File: src/rtl/seg_scan_display_if.sv
// seg_scan_display_if: debug channel inputs, board switches
// and display outputs of the seven-segment scan driver.
`timescale 1ns/1ps
interface seg_scan_display_if #(
    parameter int N_CH  = 8,
    parameter int W     = 32,
    parameter int N_DIG = 4
);
    localparam int SEL_W = $clog2(N_CH);
    localparam int NIB   = W / 4;
    localparam int NPG   = (NIB + N_DIG - 1) / N_DIG;
    localparam int PG_W  = (NPG > 1) ? $clog2(NPG) : 1;
    localparam int NBY   = W / 8;
    localparam int BY_W  = (NBY > 1) ? $clog2(NBY) : 1;

    logic [N_CH*W-1:0] ch_data;
    logic [SEL_W-1:0]  ch_sel;
    logic [PG_W-1:0]   page;
    logic [BY_W-1:0]   byte_sel;
    logic              freeze;
    logic              blank_lz;
    logic [6:0]        seg_n;
    logic [N_DIG-1:0]  dig_n;
    logic [7:0]        led;

    modport master (
        output ch_data, ch_sel, page, byte_sel, freeze, blank_lz,
        input  seg_n, dig_n, led
    );

    modport slave (
        input  ch_data, ch_sel, page, byte_sel, freeze, blank_lz,
        output seg_n, dig_n, led
    );
endinterface

File: src/rtl/seg_scan_display.sv
// seg_scan_display: snapshot of a selected debug channel shown on
// multiplexed active-low seven-segment digits and an LED byte.
`timescale 1ns/1ps
module seg_scan_display #(
    parameter int N_CH      = 8,
    parameter int W         = 32,
    parameter int N_DIG     = 4,
    parameter int SCAN_DIV  = 50000,
    parameter int BLANK_CYC = 16
) (
    input logic              sys_clk,
    input logic              rst_n,
    seg_scan_display_if.slave bus
);
    localparam int SEL_W = $clog2(N_CH);
    localparam int NIB   = W / 4;
    localparam int NPG   = (NIB + N_DIG - 1) / N_DIG;
    localparam int PG_W  = (NPG > 1) ? $clog2(NPG) : 1;
    localparam int NBY   = W / 8;
    localparam int BY_W  = (NBY > 1) ? $clog2(NBY) : 1;
    localparam int D_W   = (N_DIG > 1) ? $clog2(N_DIG) : 1;
    localparam int P_W   = $clog2(SCAN_DIV);
    localparam int SY_W  = SEL_W + PG_W + BY_W + 2;

    logic [SY_W-1:0]  sy1;
    logic [SY_W-1:0]  sy2;
    logic [SEL_W-1:0] ch_sel_s;
    logic [PG_W-1:0]  page_s;
    logic [BY_W-1:0]  byte_sel_s;
    logic             freeze_s;
    logic             blank_lz_s;

    logic [W-1:0]     chan;
    logic [W-1:0]     snap;
    logic [P_W-1:0]   pre;
    logic [D_W-1:0]   d;

    logic [3:0]       wnib [N_DIG];
    logic [N_DIG-1:0] wval;
    logic [N_DIG-1:0] zrun;
    logic             z;

    logic [3:0]       cur_nib;
    logic             cur_val;
    logic             cur_zero;
    logic             blank;
    logic [6:0]       seg_d;
    logic [N_DIG-1:0] dig_d;
    logic [7:0]       led_d;

    logic [6:0]       seg_q;
    logic [N_DIG-1:0] dig_q;
    logic [7:0]       led_q;

    function automatic logic [6:0] decode(input logic [3:0] x);
        logic [6:0] s;
        unique case (x)
            4'h0: s = 7'h40;
            4'h1: s = 7'h79;
            4'h2: s = 7'h24;
            4'h3: s = 7'h30;
            4'h4: s = 7'h19;
            4'h5: s = 7'h12;
            4'h6: s = 7'h02;
            4'h7: s = 7'h58;
            4'h8: s = 7'h00;
            4'h9: s = 7'h18;
            4'hA: s = 7'h08;
            4'hB: s = 7'h03;
            4'hC: s = 7'h46;
            4'hD: s = 7'h21;
            4'hE: s = 7'h06;
            4'hF: s = 7'h0E;
        endcase
        return s;
    endfunction

    assign {ch_sel_s, page_s, byte_sel_s, freeze_s, blank_lz_s} = sy2;

    // Two-flop synchronizer for the asynchronous board switches.
    always_ff @(posedge sys_clk or negedge rst_n) begin
        if (!rst_n) begin
            sy1 <= '0;
            sy2 <= '0;
        end else begin
            sy1 <= {bus.ch_sel, bus.page, bus.byte_sel,
                    bus.freeze, bus.blank_lz};
            sy2 <= sy1;
        end
    end

    // Channel selector; unused select codes fall back to channel 0.
    always_comb begin
        chan = bus.ch_data[W-1:0];
        for (int k = 1; k < N_CH; k++) begin
            if (ch_sel_s == SEL_W'(k)) begin
                chan = bus.ch_data[k*W +: W];
            end
        end
    end

    // Snapshot tracks the channel until frozen.
    always_ff @(posedge sys_clk or negedge rst_n) begin
        if (!rst_n) begin
            snap <= '0;
        end else if (!freeze_s) begin
            snap <= chan;
        end
    end

    // Slot prescaler and digit index.
    always_ff @(posedge sys_clk or negedge rst_n) begin
        if (!rst_n) begin
            pre <= '0;
            d   <= '0;
        end else if (pre == P_W'(SCAN_DIV - 1)) begin
            pre <= '0;
            d   <= (d == D_W'(N_DIG - 1)) ? '0 : d + 1'b1;
        end else begin
            pre <= pre + 1'b1;
        end
    end

    // Nibbles of the current window, and per digit whether it and
    // every higher in-range nibble of the window are zero.
    always_comb begin
        for (int k = 0; k < N_DIG; k++) begin
            wnib[k] = 4'h0;
            wval[k] = 1'b0;
        end
        zrun = '0;
        z    = 1'b1;
        for (int k = N_DIG - 1; k >= 0; k--) begin
            for (int i = 0; i < NIB; i++) begin
                if (int'(page_s) * N_DIG + k == i) begin
                    wnib[k] = snap[i*4 +: 4];
                    wval[k] = 1'b1;
                end
            end
            z       = z & (wnib[k] == 4'h0);
            zrun[k] = z;
        end
    end

    // Segment pattern and digit enable for the active slot.
    always_comb begin
        cur_nib  = wnib[0];
        cur_val  = wval[0];
        cur_zero = 1'b0;
        dig_d    = '1;
        for (int k = 0; k < N_DIG; k++) begin
            if (d == D_W'(k)) begin
                cur_nib  = wnib[k];
                cur_val  = wval[k];
                cur_zero = (k != 0) && zrun[k];
                if (pre >= P_W'(BLANK_CYC)) begin
                    dig_d[k] = 1'b0;
                end
            end
        end
        blank = !cur_val || (blank_lz_s && cur_zero);
        seg_d = blank ? 7'h7F : decode(cur_nib);
    end

    // LED byte select; unused codes show zero.
    always_comb begin
        led_d = 8'h00;
        for (int b = 0; b < NBY; b++) begin
            if (byte_sel_s == BY_W'(b)) begin
                led_d = snap[b*8 +: 8];
            end
        end
    end

    // Registered display outputs.
    always_ff @(posedge sys_clk or negedge rst_n) begin
        if (!rst_n) begin
            seg_q <= 7'h7F;
            dig_q <= '1;
            led_q <= 8'h00;
        end else begin
            seg_q <= seg_d;
            dig_q <= dig_d;
            led_q <= led_d;
        end
    end

    assign bus.seg_n = seg_q;
    assign bus.dig_n = dig_q;
    assign bus.led   = led_q;
endmodule

File: src/flat_wrapper.sv
// flat-port wrapper written by rule: the top's interface ports become plain ports
module seg_scan_display_flat 
#(
    parameter int N_CH      = 8,
    parameter int W         = 32,
    parameter int N_DIG     = 4,
    parameter int SCAN_DIV  = 50000,
    parameter int BLANK_CYC = 16
)
  (sys_clk, rst_n, bus_ch_data, bus_ch_sel, bus_page, bus_byte_sel, bus_freeze, bus_blank_lz, bus_seg_n, bus_dig_n, bus_led);
  seg_scan_display_if #(.N_CH(N_CH), .W(W), .N_DIG(N_DIG)) bus_i ();
  input logic sys_clk;
  input logic rst_n;
  input wire logic [$bits(bus_i.ch_data)-1:0] bus_ch_data;
  input wire logic [$bits(bus_i.ch_sel)-1:0] bus_ch_sel;
  input wire logic [$bits(bus_i.page)-1:0] bus_page;
  input wire logic [$bits(bus_i.byte_sel)-1:0] bus_byte_sel;
  input wire logic [$bits(bus_i.freeze)-1:0] bus_freeze;
  input wire logic [$bits(bus_i.blank_lz)-1:0] bus_blank_lz;
  output wire logic [$bits(bus_i.seg_n)-1:0] bus_seg_n;
  output wire logic [$bits(bus_i.dig_n)-1:0] bus_dig_n;
  output wire logic [$bits(bus_i.led)-1:0] bus_led;
  assign bus_i.ch_data = bus_ch_data;
  assign bus_i.ch_sel = bus_ch_sel;
  assign bus_i.page = bus_page;
  assign bus_i.byte_sel = bus_byte_sel;
  assign bus_i.freeze = bus_freeze;
  assign bus_i.blank_lz = bus_blank_lz;
  assign bus_seg_n = bus_i.seg_n;
  assign bus_dig_n = bus_i.dig_n;
  assign bus_led = bus_i.led;
  seg_scan_display #(.N_CH(N_CH), .W(W), .N_DIG(N_DIG), .SCAN_DIV(SCAN_DIV), .BLANK_CYC(BLANK_CYC)) u_core (.sys_clk(sys_clk), .rst_n(rst_n), .bus(bus_i));
endmodule
File: config.mk
export PLATFORM = sky130hd
export DESIGN_NAME = seg_scan_display_flat
export DESIGN_NICKNAME = d
export VERILOG_FILES = /design/src/rtl/seg_scan_display_if.sv /design/src/rtl/seg_scan_display.sv /design/src/flat_wrapper.sv
export SDC_FILE = /design/constraint.sdc
export NUM_CORES = 1
export LEC_CHECK = 0
export ABC_AREA = 1
export BUFFER_PORTS_ARGS = -buffer_cell sky130_fd_sc_hd__clkbuf_2
export CAP_MARGIN = 20
export CORE_UTILIZATION = 45
export CTS_BUF_LIST = sky130_fd_sc_hd__clkbuf_2
export CTS_CLUSTER_SIZE = 40
export DETAILED_ROUTE_END_ITERATION = 10
export GPL_TIMING_DRIVEN = 0
export HOLD_SLACK_MARGIN = 0.12
export PLACE_DENSITY = 0.76
export RECOVER_POWER = 25
export SETUP_SLACK_MARGIN = 0.4
export SYNTH_ARGS = -nofsm -noshare
export SYNTH_HDL_FRONTEND = slang
export SYNTH_SLANG_ARGS = --single-unit
File: constraint.sdc
create_clock -name sys_clk -period 2.2 [get_ports sys_clk]
set_input_delay 0.44 -clock sys_clk [delete_from_list [all_inputs] [get_ports sys_clk]]
set_output_delay 0.44 -clock sys_clk [all_outputs]
set_load 0.02 [all_outputs]
==> impl_metrics.ini <==
[run_status]
status = complete, no violations

[layout]
final_cell_area_um2 = 9510
diodes = 0
drive_gt1_frac = 0.374
final_cells = 1611
final_common_cell = nand2_1
area_growth_pct = 45.7
layout_common_cells = 348 x nand2_1, 296 x clkbuf_2, 180 x nor2_1
final_nets = 1703

[clock_network]
clock_latency_ns = 0.59
cts_tree = yes
cts_sinks = 85
cts_buffers = 9
cts-root-buf = clkbuf_2
cts_buffer_depth = 2
cts.reportedPaths.clkPinSlew_ns = 0.23
htreeDepth = 3

[drt]
routed_via_density = 5.19
drtIter0Drc = 679
route.detailed.wl_per_inst_um = 16.0
wl_um = 25800
antenna_left = 0
drt-pass1-iter-count = 5
route.detailed.drc = 0
vias = 8360

[timing]
fin_skew_ns = 0.0214
hold_violations = 0
max_freq_mhz = 523
min_period_over_period = 0.869
relSlewSlack = 0.448
tightest_slew_ns = 0.828
rsz0062_at_grt = yes
report.final.slew_viol_count = 0
period_needed_ns = 1.91
setup_violations = 0

[global_route]
grt_pass1_vias = 7694
grt_max_degree = 54
antenna_found_initial = 0
track_usage = 0.342
grt_pass1_wl_um = 38800
overflow = 0

[setup_path]
required_ns = 2.74
worstSetupPathType = reg2reg
cp_max_fo = 8
critPathLaunchType = flip-flop
crit_arrival_ns = 2.45
reg2reg_slack_ns = 0.29
cp-end-kind = flip-flop

[place]
dp_cells = 1542
place_area_um2 = 8200
io_buffer_count = 284
hpwl_um = 19900
gp_congestion = 1.02

[synth]
synthXorXnorAreaFrac = 0.0107
synth_fp_nets = 1354
synth_top_family_by_area = simple AND/OR/NAND/NOR gates
ys_seq_area_frac = 0.328
syn_area_um2 = 6530
avgSynthCellArea_um2 = 6.06
yosys-top-cells-area = dfrtp_1 28%, nand2_1 22%, nor2_1 12%, o21ai_0 5.7%, inv_1 5.0%
netlist_instances = 1077
yosysTopAreaCell = dfrtp_1
synth-seq-cells = 85
synth_simple_gate_area_frac = 0.406
muxShareOfSynthArea = 0
synth-adder-area-share = 0.0211
yosysTopAreaCellShare = 0.284
ys_warn_count = 0
synth_cell_types = 37
synth_compound_gate_area_share = 0.144

[power_and_ir_drop]
p_clk_frac = 0.186
power.total_mw = 4.24
p_comb_frac = 0.378
powerDensity_nw_per_um2 = 446
switchingPower_mw = 1.57
p_int_mw = 2.67
irDropWorstVdd_uv = 249
p_sw_frac = 0.370
leakagePower_nw = 5.26
p_seq_frac = 0.435

[floorplanning]
dieArea_um2 = 15000
io_pins = 285
die_y_um = 122
start_util = 0.467
rows = 43
fp.coreArea_um2 = 14000
fp.dieW_um = 122

[flow_run]
max_cap_viol_count = 0

[min_path]
hold_class = in2reg
[worst max-delay path: stages (launching register included)]
cell and delay [ns]:
dfrtp_1 0.45, buf_6 0.15, or2_2 0.28, o21ai_2 0.08, nand2_1 0.09, nand3_2 0.13, nand2_2 0.08, nand2_4 0.11
ha_2 0.19, inv_1 0.04, nand3_1 0.09, nand3_2 0.07, nand3_1 0.08
[final timing paths]
path / startpoint / to / cells past startpoint
max reg2reg: u_core.sy2[4] / u_core.bus.seg_n[0] / 12
min reg2reg: u_core.sy1[7] / u_core.sy2[7] / 0
min in group asynchronous: rst_n / u_core.bus.led[2] / 2
min: bus_ch_data[228] / u_core.snap[4] / 5
max: u_core.sy2[4] / u_core.bus.seg_n[0] / 12
max in group asynchronous: rst_n / u_core.bus.seg_n[0] / 3
[sequential cells by signal, summed over array words and instances, names as in the netlist]
register / flops
u_core.d: 2
u_core.pre: 16
u_core.bus.dig_n: 4
u_core.sy2: 8
u_core.snap: 32
u_core.bus.led: 8
u_core.bus.seg_n: 7
u_core.sy1: 8
[kinds of logic (layout without fill, tap and decap cells)]
group                      Yosys count  count (layout)
AOI/OAI and AO/OA                  160             160
buffers and inverters              145             499
adders and majority gates           11              11
DFF                                 85              85
and+or+nand+nor                    668             668
xor gates and xnor gates             8               8
[through the flow]
step / worst slack, ns / util / setup TNS (ns) / hold WS [ns]
floorplan: 0.417 / - / 0 / 0.144
global placement: -0.143 / 0.584 / -10.15 / 0.334
detailed placement: 0.0296 / 0.586 / 0 / 0.335
CTS: 0.355 / 0.623 / 0 / 0.129
global route: 0.203 / 0.680 / 0 / 0.150
finish: 0.289 / 0.680 / 0 / 0.165
[synthesized netlist by cell type]
| master | count |
|---|---|
| nor3_4 | 1 |
| o22ai_1 | 2 |
| buf_4 | 4 |
| o2111ai_1 | 3 |
| xnor2_1 | 1 |
| o21bai_1 | 4 |
| nor3b_1 | 2 |
| dfstp_2 | 11 |
| a2bb2oi_1 | 1 |
| inv_1 | 87 |
| ha_1 | 11 |
| o221a_2 | 4 |
| o21ai_0 | 74 |
| buf_1 | 1 |
| a21oi_1 | 36 |
| buf_6 | 1 |
| o21ai_1 | 1 |
| nor4_1 | 4 |
| clkbuf_1 | 25 |
| xor2_1 | 7 |
| or2_2 | 3 |
| nor2_2 | 1 |
| nand2_1 | 390 |
| nand2_2 | 1 |
| o211ai_1 | 31 |
| inv_2 | 8 |
| a221oi_1 | 2 |
| a31oi_1 | 2 |
| nand4_1 | 6 |
| nor2_1 | 213 |
| nand3_2 | 1 |
| dfrtp_1 | 74 |
| nor3_1 | 8 |
| nor2_4 | 3 |
| clkinv_1 | 1 |
| buf_2 | 18 |
| nand3_1 | 35 |
[routing by layer]
metal  part of all wire  vias to the layer above  track usage
met5                  0                        -            0
met4              0.043                        0        0.159
met3              0.083                       76       0.0720
met2               0.44                      395        0.522
met1               0.43                     3779        0.463
li1                   -                     4110            -
[power groups by stage]
stage	Clock (mW)	Combinational, mW	Sequential (mW)
floorplan	0	0.682	1.91
detailed placement	0	1.31	1.86
CTS	0.810	1.41	1.84
global placement	0	1.29	1.86
global route	0.865	1.77	1.87
finish	0.790	1.60	1.85
[area by class of cell]
cell class / instances / area, um^2
flip-flops and latches: 85 / 2140
repair buffers: 338 / 1980
well taps: 180 / 225
plain buffers: 49 / 374
fillers: 1301 / 4480
multi-input cells: 847 / 4290
inverters: 96 / 399
clock inverters: 6 / 53.8
clock buffers: 10 / 50.0
[timing repair]
| action | in CTS | in global routing |
|---|---|---|
| hold endpoints to repair | 40 | 0 |
| setup endpoints to repair | 40 | 50 |
| gates cloned | 1 | 3 |
| pin swaps | 16 | 66 |
| buffers inserted | 16 | 24 |
| gates resized for setup | 71 | 203 |
| hold buffers | 9 | 0 |
Note: power is estimated with default switching activity, not from simulation.
